File: src/rtl/hilo_muldiv.sv
// hilo_muldiv
//   Iterative multiply/divide unit with the architectural HI/LO registers.
//   MULT/MULTU use a shift-add loop over a 64-bit accumulator and DIV/DIVU
//   use a restoring loop with a 33-bit trial subtraction. Both take 32
//   iterations followed by one sign-fix/write-back cycle. MTHI/MTLO write
//   HI/LO in a single cycle while the unit is idle.
//
// Ports
//   Clk    rising-edge clock
//   Reset  synchronous, active-high; clears all state
//   Start  launch request, honoured only while Busy=0
//   Op     000 MULT, 001 MULTU, 010 DIV, 011 DIVU, 100 MTHI, 101 MTLO,
//          110/111 no-op
//   A      rs operand: multiplicand, dividend or MTHI/MTLO source
//   B      rt operand: multiplier or divisor
//   HI/LO  architectural result registers
//   Busy   high while a mul/div is in flight (RUN or FIX)
//   Done   one-cycle pulse after HI/LO are written by a mul/div
module hilo_muldiv #(
  parameter int WIDTH = 32
) (
  input  logic             Clk,
  input  logic             Reset,
  input  logic             Start,
  input  logic [2:0]       Op,
  input  logic [WIDTH-1:0] A,
  input  logic [WIDTH-1:0] B,
  output logic [WIDTH-1:0] HI,
  output logic [WIDTH-1:0] LO,
  output logic             Busy,
  output logic             Done
);

  typedef enum logic [1:0] {
    IDLE = 2'd0,
    RUN  = 2'd1,
    FIX  = 2'd2
  } state_t;

  localparam logic [2:0] OP_MTHI = 3'b100;
  localparam logic [2:0] OP_MTLO = 3'b101;

  state_t state, state_nxt;

  logic [4:0]         cnt;
  logic [WIDTH-1:0]   opnd;     // multiplicand magnitude or divisor magnitude
  logic [WIDTH-1:0]   acc_hi;   // product high half / partial remainder
  logic [WIDTH-1:0]   acc_lo;   // multiplier bits / dividend-then-quotient bits
  logic [WIDTH-1:0]   a_raw;    // original A, needed for divide-by-zero HI
  logic               op_div;
  logic               neg_q;
  logic               neg_r;
  logic               div0;

  // Launch decode: Op[2]=0 selects mul/div, Op[1] selects divide,
  // Op[0]=0 selects the signed flavour.
  logic             launch;
  logic             is_div;
  logic             is_signed;
  logic [WIDTH-1:0] mag_a;
  logic [WIDTH-1:0] mag_b;

  assign launch    = (state == IDLE) && Start && !Op[2];
  assign is_div    = Op[1];
  assign is_signed = !Op[0];
  assign mag_a     = (is_signed && A[WIDTH-1]) ? -A : A;
  assign mag_b     = (is_signed && B[WIDTH-1]) ? -B : B;

  // One shift-add step: add the multiplicand when the current multiplier
  // bit is set, then shift the whole 64-bit accumulator right by one.
  logic [WIDTH:0] mul_sum;
  assign mul_sum = {1'b0, acc_hi} + (acc_lo[0] ? {1'b0, opnd} : '0);

  // One restoring step: shift the next dividend bit into the remainder and
  // try subtracting the divisor. The restored remainder is always below the
  // divisor, so it fits back into WIDTH bits.
  logic [WIDTH:0] div_shift;
  logic [WIDTH:0] div_trial;
  assign div_shift = {acc_hi, acc_lo[WIDTH-1]};
  assign div_trial = div_shift - {1'b0, opnd};

  // Sign correction applied in FIX.
  logic [2*WIDTH-1:0] prod_raw;
  logic [2*WIDTH-1:0] prod_fix;
  logic [WIDTH-1:0]   quot_fix;
  logic [WIDTH-1:0]   rem_fix;
  assign prod_raw = {acc_hi, acc_lo};
  assign prod_fix = neg_q ? -prod_raw : prod_raw;
  assign quot_fix = neg_q ? -acc_lo : acc_lo;
  assign rem_fix  = neg_r ? -acc_hi : acc_hi;

  always_ff @(posedge Clk) begin
    if (Reset) state <= IDLE;
    else       state <= state_nxt;
  end

  // NOTE: every output of a combinational block gets a default first so no
  // path through the case leaves it unassigned and infers a latch.
  always_comb begin
    state_nxt = state;
    Busy      = 1'b0;
    case (state)
      IDLE: if (launch) state_nxt = RUN;
      RUN: begin
        Busy = 1'b1;
        if (cnt == 5'd31) state_nxt = FIX;
      end
      FIX: begin
        Busy      = 1'b1;
        state_nxt = IDLE;
      end
      default: state_nxt = IDLE;
    endcase
  end

  // NOTE: the datapath registers are reset along with HI/LO so an aborted
  // operation leaves no stale counter or flags behind; non-blocking
  // assignments keep every register reading the pre-edge values.
  always_ff @(posedge Clk) begin
    if (Reset) begin
      HI     <= '0;
      LO     <= '0;
      Done   <= 1'b0;
      cnt    <= '0;
      opnd   <= '0;
      acc_hi <= '0;
      acc_lo <= '0;
      a_raw  <= '0;
      op_div <= 1'b0;
      neg_q  <= 1'b0;
      neg_r  <= 1'b0;
      div0   <= 1'b0;
    end else begin
      Done <= 1'b0;
      case (state)
        IDLE: begin
          if (launch) begin
            cnt    <= '0;
            acc_hi <= '0;
            op_div <= is_div;
            a_raw  <= A;
            div0   <= is_div && (B == '0);
            neg_q  <= is_signed && (A[WIDTH-1] ^ B[WIDTH-1]);
            neg_r  <= is_signed && A[WIDTH-1];
            if (is_div) begin
              opnd   <= mag_b;
              acc_lo <= mag_a;
            end else begin
              opnd   <= mag_a;
              acc_lo <= mag_b;
            end
          end else if (Start && (Op == OP_MTHI)) begin
            HI <= A;
          end else if (Start && (Op == OP_MTLO)) begin
            LO <= A;
          end
        end
        RUN: begin
          cnt <= cnt + 5'd1;
          if (op_div) begin
            if (!div_trial[WIDTH]) begin
              acc_hi <= div_trial[WIDTH-1:0];
              acc_lo <= {acc_lo[WIDTH-2:0], 1'b1};
            end else begin
              acc_hi <= div_shift[WIDTH-1:0];
              acc_lo <= {acc_lo[WIDTH-2:0], 1'b0};
            end
          end else begin
            acc_hi <= mul_sum[WIDTH:1];
            acc_lo <= {mul_sum[0], acc_lo[WIDTH-1:1]};
          end
        end
        FIX: begin
          Done <= 1'b1;
          if (op_div) begin
            // A zero divisor skips sign correction entirely.
            if (div0) begin
              HI <= a_raw;
              LO <= '1;
            end else begin
              HI <= rem_fix;
              LO <= quot_fix;
            end
          end else begin
            HI <= prod_fix[2*WIDTH-1:WIDTH];
            LO <= prod_fix[WIDTH-1:0];
          end
        end
        default: ;
      endcase
    end
  end

endmodule

File: config.mk
export PLATFORM = sky130hd
export DESIGN_NAME = hilo_muldiv
export DESIGN_NICKNAME = d
export VERILOG_FILES = /design/src/rtl/hilo_muldiv.sv
export SDC_FILE = /design/constraint.sdc
export NUM_CORES = 1
export LEC_CHECK = 0
export ABC_AREA = 0
export CAP_MARGIN = 30
export CORE_MARGIN = 3
export CORE_UTILIZATION = 45
export CTS_BUF_LIST = sky130_fd_sc_hd__clkbuf_8 sky130_fd_sc_hd__clkbuf_16
export DETAILED_ROUTE_END_ITERATION = 6
export GPL_ROUTABILITY_DRIVEN = 1
export SYNTH_ARGS = -nofsm -noshare
export SYNTH_HDL_FRONTEND = slang
export SYNTH_SLANG_ARGS = --single-unit
export TNS_END_PERCENT = 1
File: constraint.sdc
create_clock -name Clk -period 3.82 [get_ports Clk]
set_input_delay 0.382 -clock Clk [delete_from_list [all_inputs] [get_ports Clk]]
set_output_delay 0.382 -clock Clk [all_outputs]
set_load 0.05 [all_outputs]
==> results of run 1 <==
-- synth_stat cells, types with 21 or more instances --
master    number  area, sq um
nand2_1      298         1120
nor2_1       268         1010
a21oi_1      265         1330
dfxtp_1      204         4080
clkbuf_1     169          634
o21ai_0      135          676
xnor2_1      103          902
nor3_1        82          410
xor2_1        75          657
ha_1          74          926
inv_1         74          278
mux2i_1       60          601
a211oi_1      59          443
o221ai_1      39          342
o211ai_1      38          285
nand2b_1      37          231
a21o_1        35          263
nand3_1       33          165
nor4_1        27          169
o31ai_1       23          173
mux2_2        21          236
-- kinds of logic (layout without fill, tap and decap cells) --
kind of cell | Yosys count | after routing
buffers and inverters | 270 | 393
and+or+nand+nor | 862 | 862
adders and majority gates | 76 | 76
xor gates and xnor gates | 178 | 178
DFF | 204 | 204
muxes | 81 | 81
other | 0 | 1
AOI/OAI and AO/OA | 742 | 742
-- worst register-to-register path, cell delays in order (launching register included) --
cell      delay [ns]
dfxtp_1         0.31
or4_1           0.63
nor4_1          0.50
nor3b_1         0.49
nand4_1         0.37
nor3_1          0.46
nor2_1          0.09
xor2_1          0.24
o211ai_1        0.12
a311oi_1        0.28
-- layout make-up --
class	count	area, sq um	area share
Antenna cell	1	2.50	0.000123
Sequential cell	204	4090	0.202
Tap cell	504	631	0.0311
Clock buffer	28	667	0.0329
Multi-Input combinational cell	1939	12000	0.594
Timing Repair Buffer	270	2420	0.120
Clock inverter	17	130	0.00642
Inverter	78	293	0.0144
-- sequential cells by signal (all words and copies together), names as in the netlist --
| register | flops |
|---|---|
| Done | 1 |
| HI | 32 |
| LO | 32 |
| a_raw | 32 |
| acc_hi | 32 |
| acc_lo | 32 |
| cnt | 5 |
| div0 | 1 |
| neg_q | 1 |
| neg_r | 1 |
| op_div | 1 |
| opnd | 32 |
| state | 2 |
-- path summary, 6_finish.rpt --
check / startpoint / to / slack [ns]
worst max-delay path: acc_lo[12]$_SDFFE_PP0P_ / HI[18]$_SDFFE_PP0P_ / 0.23
worst max register to register: acc_lo[12]$_SDFFE_PP0P_ / HI[18]$_SDFFE_PP0P_ / 0.23
worst min-delay path: Reset / opnd[20]$_SDFFE_PP0P_ / 0.25
worst min register to register: LO[18]$_SDFFE_PP0P_ / LO[18]$_SDFFE_PP0P_ / 0.45
-- through the flow --
stage          hold WS, ns  setup slack, ns  area (sq um)   util  total power [uW]
2_1_floorplan        0.432            0.592         17100      -              3940
3_3_place_gp         0.442            0.259         19400  0.524              4810
3_5_place_dp         0.446            0.123         19500  0.525              4840
4_1_cts              0.228            0.286         20300  0.547              7220
5_1_grt              0.260           0.0661         20300  0.547              7540
6_report             0.248            0.234         20300  0.547              7240
-- per-layer routing --
metal	vias to the layer above	track usage	wire length, um
met1	9027	0.440	29600
met4	0	0.161	4120
li1	8860	-	-
met3	194	0.0597	5480
met2	790	0.554	32300
met5	-	0	0
-- power breakdown --
| part | internal (uW) | total, uW | leakage [uW] | switching (uW) |
|---|---|---|---|---|
| combinational | 869 | 2410 | 0.00580 | 1540 |
| clock | 1380 | 2390 | 0.000421 | 1010 |
| sequential | 2270 | 2430 | 0.00166 | 166 |
-- what timing repair did --
action,in CTS,in global routing
endpoints found under the setup margin,0,1
resized for setup,0,1
hold endpoints to repair,0,0
setup buffers,0,0
-- cells in the final DEF (no fill, tap or decap), types with 59 or more instances in the layout --
| cell | instances |
|---|---|
| nand2_1 | 298 |
| nor2_1 | 265 |
| a21oi_1 | 263 |
| dfxtp_1 | 201 |
| o21ai_0 | 135 |
| clkdlybuf4s50_1 | 133 |
| buf_4 | 130 |
| xnor2_1 | 103 |
| nor3_1 | 82 |
| inv_1 | 80 |
| xor2_1 | 75 |
| ha_1 | 73 |
| mux2i_1 | 60 |
| a211oi_1 | 59 |
==> results.py, run 1 <==
metrics = {
    "timing": {
        "worst_slew_pin_slew_ns": 0.936,
        "max_freq_ghz": 0.279,
        "setup_viol": 0,
        "rsz0062_at_grt": "no",
        "skew_ns": 0.0159,
        "relSlewSlack": 0.376,
        "report.final.hold_viol_count": 0,
        "drv_slew": 0,
        "finalCriticalPeriod_ns": 3.59,
        "tns_ns": 0,
        "fin_crit_sh": 0.939,
    },
    "detailed_routing": {
        "ant_nets": 0,
        "wl_per_cell_um": 23.5,
        "wirelength_mm": 71.5,
        "num_vias": 18900,
        "firstDrtPassIters": 5,
        "drtIter0Drc": 1671,
        "via_per_inst": 6.21,
        "drc_errors": 0,
    },
    "worst_setup_path": {
        "start_kind": "register",
        "crit_type": "register to register",
        "crit_fanout": 4,
        "worstSetupPathDepth": 9,
        "cp.arrival_ns": 4.04,
        "cp_slowest_cell": "or4_1",
        "cpPeakStageDelay_ns": 0.63,
        "crit_buf_inv": 0,
        "required_ns": 4.27,
        "cp_top_family": "simple AND/OR/NAND/NOR gates",
        "r2r_cells": 9,
        "crit_chain": "or4_1 -> nor4_1 -> nor3b_1 -> nand4_1 -> nor3_1 -> nor2_1 -> xor2_1 -> o211ai_1 -> a311oi_1",
        "crit_path_end_kind": "register",
    },
    "clocking": {
        "worstSkewPairLatency_ns": 0.55,
        "clock-sinks": 204,
        "cts_tree": "yes",
        "clock_path_buffers": 3,
        "numCtsBuffers": 25,
        "ctsHoldBuffers": 0,
        "root_buffer": "clkbuf_16",
        "cts-htree-levels": 1,
        "clk_pin_slew_worst_paths_ns": 0.07,
    },
    "power_and_ir_drop": {
        "p_leak_uw": 0.00789,
        "ir_worst_vdd_mv": 0.388,
        "power_density_nw_per_um2": 357,
    },
    "layout": {
        "nNetsFinal": 2664,
        "final_cells": 3041,
        "drive_gt1_frac": 0.0899,
        "area_growth_pct": 18.4,
        "n_fill_cell": 3677,
    },
    "global_routing": {
        "grt-ovfl-total": 0,
        "grt_max_degree": 81,
        "grt_usage": 0.341,
        "antenna_found_initial": 1,
        "grt_pass1_vias": 18100,
        "grt_pass1_wl_mm": 109,
    },
    "floorplan": {
        "die_w_um": 201,
        "fp.dieH_um": 201,
        "initial_core_util": 0.462,
        "core_sq_um": 37000,
        "rows": 70,
        "io_pins": 136,
        "die-area_sq_um": 40400,
    },
    "logic_synthesis": {
        "synth-simple-area-share": 0.229,
        "synth_xor_area_frac": 0.0911,
        "yosys_warnings": 0,
        "synthAdderAreaFrac": 0.0564,
        "ys_async_sr_fraction": 0,
        "ys_seq_area_frac": 0.239,
        "synthesis.nets": 2559,
        "synth-main-ff-cell": "dfxtp_1",
        "synth.ff_latch_count": 204,
        "synth_top_family_by_area": "compound AO/OA/AOI/OAI gates",
        "netlist_area_sq_um": 17100,
        "synth-edff-count": 0,
        "ys_types": 74,
        "synthMuxAreaShare": 0.0489,
        "synth-compound-area-share": 0.276,
        "syn_inst": 2413,
        "avgSynthCellArea_sq_um": 7.09,
    },
    "min_path": {
        "hold_class": "primary input to register",
        "holdPathStages": 2,
    },
    "flow_run": {
        "cap_viol_max_count": 0,
    },
    "placement": {
        "io_buffers": 135,
        "place_inst": 2995,
        "gp_congestion": 0.992,
        "hpwl_mm": 55.0,
    },
    "run_status": {
        "status": "completed",
    },
}
Power figures use the tool's default switching activity.
==> run 2, diff against run 1 <==
--- a/config.mk
+++ b/config.mk
@@ -5,13 +5,13 @@
 export SDC_FILE = /design/constraint.sdc
 export NUM_CORES = 1
 export LEC_CHECK = 0
-export ABC_AREA = 0
 export CAP_MARGIN = 30
 export CORE_MARGIN = 3
 export CORE_UTILIZATION = 45
 export CTS_BUF_LIST = sky130_fd_sc_hd__clkbuf_8 sky130_fd_sc_hd__clkbuf_16
 export DETAILED_ROUTE_END_ITERATION = 6
-export GPL_ROUTABILITY_DRIVEN = 1
+export GPL_ROUTABILITY_DRIVEN = 0
+export PLACE_DENSITY = 0.67
 export SYNTH_ARGS = -nofsm -noshare
 export SYNTH_HDL_FRONTEND = slang
 export SYNTH_SLANG_ARGS = --single-unit
==> run 2 against run 1 <==
  * First-iteration DRC count grew 38%
  * Die area is the same
  * Critical path depth grew 4
  * Core utilization shrank 0.72 points
  * Count of clock-buffer cells in the layout shrank 2
  * Worst hold slack gained 0.11 ns
  * Wire length shrank 5.7%
  * Final cell count shrank 1.1%
  * Fmax shrank 0.78%
  * Via count grew 1.0%
  * Combinational power shrank 2%
  * Sequential share of layout area grew 0.27 points
==> results.py, run 2 (synthesis gave the netlist of run 1 again) <==
metrics = {
    "clocking": {
        "clock_path_buffers": 3,
        "cts_tree": "yes",
        "ctsHoldBuffers": 0,
        "root_buffer": "clkbuf_16",
        "cts_setup_buffers": 0,
        "numCtsBuffers": 24,
        "cts-htree-levels": 1,
        "cts_resized": 0,
        "clk_pin_slew_worst_paths_ns": 0.07,
        "worstSkewPairLatency_ns": 0.56,
        "clock-sinks": 204,
    },
    "timing": {
        "report.final.hold_viol_count": 0,
        "relSlewSlack": 0.345,
        "fin_ws_ns": 0.206,
        "worst_slew_pin_slew_ns": 0.976,
        "drv_slew": 0,
        "setup_viol": 0,
        "tns_ns": 0,
        "finalCriticalPeriod_ns": 3.61,
        "fin_crit_sh": 0.946,
        "rsz0062_at_grt": "no",
        "skew_ns": 0.0313,
        "max_freq_ghz": 0.277,
    },
    "worst_setup_path": {
        "crit_type": "register to register",
        "cp_slowest_cell": "dfxtp_1",
        "timing.rr.end": "acc_hi[0]$_SDFFE_PP0P_",
        "cp.arrival_ns": 4.06,
        "r2r_cells": 13,
        "rr_startpoint": "acc_lo[31]$_SDFFE_PP0P_",
        "r2r_setup_slack_ns": 0.21,
        "crit_path_end_kind": "register",
        "start_kind": "register",
        "crit_fanout": 12,
        "crit_chain": "inv_1 -> ha_1 -> fa_1 -> nand2b_1 -> a21oi_2 -> o2111ai_1 -> nand2_1 -> a311oi_1 -> o21ba_2 -> nor2_2 -> buf_4 -> mux2_2 -> o221ai_1",
        "required_ns": 4.26,
        "cpPeakStageDelay_ns": 0.47,
    },
    "global_routing": {
        "antenna_found_initial": 1,
        "grt_pass1_vias": 17700,
        "grt-ovfl-total": 0,
        "grt.met3_usage": 0.0673,
        "grt_max_degree": 98,
        "met2_usage": 0.498,
        "grt_pass1_wl_mm": 103,
        "grt_usage": 0.317,
        "use_met1": 0.417,
        "top_usage_layer": "met2",
    },
    "detailed_routing": {
        "firstDrtPassIters": 6,
        "num_vias": 19100,
        "ant_nets": 0,
        "wirelength_mm": 67.4,
        "drtIter0Drc": 2314,
        "drc_errors": 0,
        "wl_per_cell_um": 22.4,
        "via_per_inst": 6.34,
    },
    "power_and_ir_drop": {
        "ir_worst_vdd_mv": 0.334,
        "power_density_nw_per_um2": 363,
        "p_leak_uw": 0.00769,
    },
    "min_path": {
        "hp-start": "Reset",
        "hold_class": "primary input to register",
        "holdPathStages": 2,
        "worstHoldEndpoint": "neg_q$_SDFFE_PP0P_",
    },
    "floorplan": {
        "initial_core_util": 0.462,
        "core_sq_um": 37000,
        "io_pins": 136,
        "rows": 70,
        "die_w_um": 201,
        "die-area_sq_um": 40400,
        "fp.dieH_um": 201,
    },
    "layout": {
        "area_growth_pct": 16.8,
        "n_fill_cell": 3600,
        "final_cell_mix": "298 x nand2_1, 265 x nor2_1, 262 x a21oi_1, 201 x dfxtp_1, 135 x o21ai_0",
        "nNetsFinal": 2630,
        "final_common_cell": "nand2_1",
        "drive_gt1_frac": 0.0807,
    },
    "placement": {
        "hpwl_mm": 50.7,
        "dp_slack_ns": 0.161,
        "io_buffers": 135,
    },
    "run_status": {
        "status": "completed",
    },
    "flow_run": {
        "cap_viol_max_count": 0,
    },
}
[run 2: critical path: cells and delay by family (launching register included)]
family | cells | cell delay [ns]
buffers and inverters | 2 | 0.34
AND/OR/NAND/NOR | 3 | 0.62
flip-flops | 1 | 0.47
multiplexers | 1 | 0.35
adder cells (fa/ha/maj) | 2 | 0.62
AO/OA/AOI/OAI | 5 | 1.12
[run 2: worst max-delay path by stage]
stage | from | end | slack (ns) | cells after the start
6_report | acc_lo[31]$_SDFFE_PP0P_ | acc_hi[0]$_SDFFE_PP0P_ | 0.21 | 13
4_1_cts | acc_lo[31]$_SDFFE_PP0P_ | acc_hi[0]$_SDFFE_PP0P_ | 0.13 | 13
5_1_grt | acc_hi[20]$_SDFFE_PP0P_ | acc_hi[25]$_SDFFE_PP0P_ | 0.002 | 12
2_1_floorplan | acc_hi[9]$_SDFFE_PP0P_ | HI[25]$_SDFFE_PP0P_ | 0.59 | 11
3_5_place_dp | acc_lo[31]$_SDFFE_PP0P_ | acc_hi[25]$_SDFFE_PP0P_ | 0.16 | 13
3_3_place_gp | A[6] | acc_lo[21]$_SDFFE_PP0P_ | 0.24 | 10
[run 2: final cells by class]
cell class / count / area (sq um) / share of cell area
Multi-Input combinational cell: 1939 / 12000 / 0.602
Antenna cell: 1 / 2.50 / 0.000125
Tap cell: 504 / 631 / 0.0315
Clock inverter: 18 / 203 / 0.0101
Clock buffer: 26 / 628 / 0.0314
Inverter: 78 / 293 / 0.0146
Timing Repair Buffer: 237 / 2110 / 0.106
Sequential cell: 204 / 4090 / 0.205
[run 2: per-layer routing]
metal	up-vias	share of wire
met4	0	0.053
met5	-	0
met3	207	0.10
li1	8787	-
met2	1056	0.44
met1	9014	0.40
[run 2: through the flow]
stage                     std cells  cell area [sq um]  hold slack [ns]  utilization  total power, uW
after floorplan                2413              17100            0.432            -             3940
after CTS                      3006              20000            0.345        0.539             7210
after detailed placement       2962              19200            0.445        0.517             4780
after global placement         2962              19200            0.441        0.517             4750
after global routing           3006              20000            0.395        0.540             7550
final                          3007              20000            0.359        0.540             7270
[run 2: power breakdown]
part | internal [uW] | total, uW | leakage (uW) | switching, uW
registers | 2270 | 2440 | 0.00166 | 174
logic | 842 | 2370 | 0.00563 | 1530
clock network | 1410 | 2460 | 0.000398 | 1050
total | 4520 | 7270 | 0.00769 | 2750
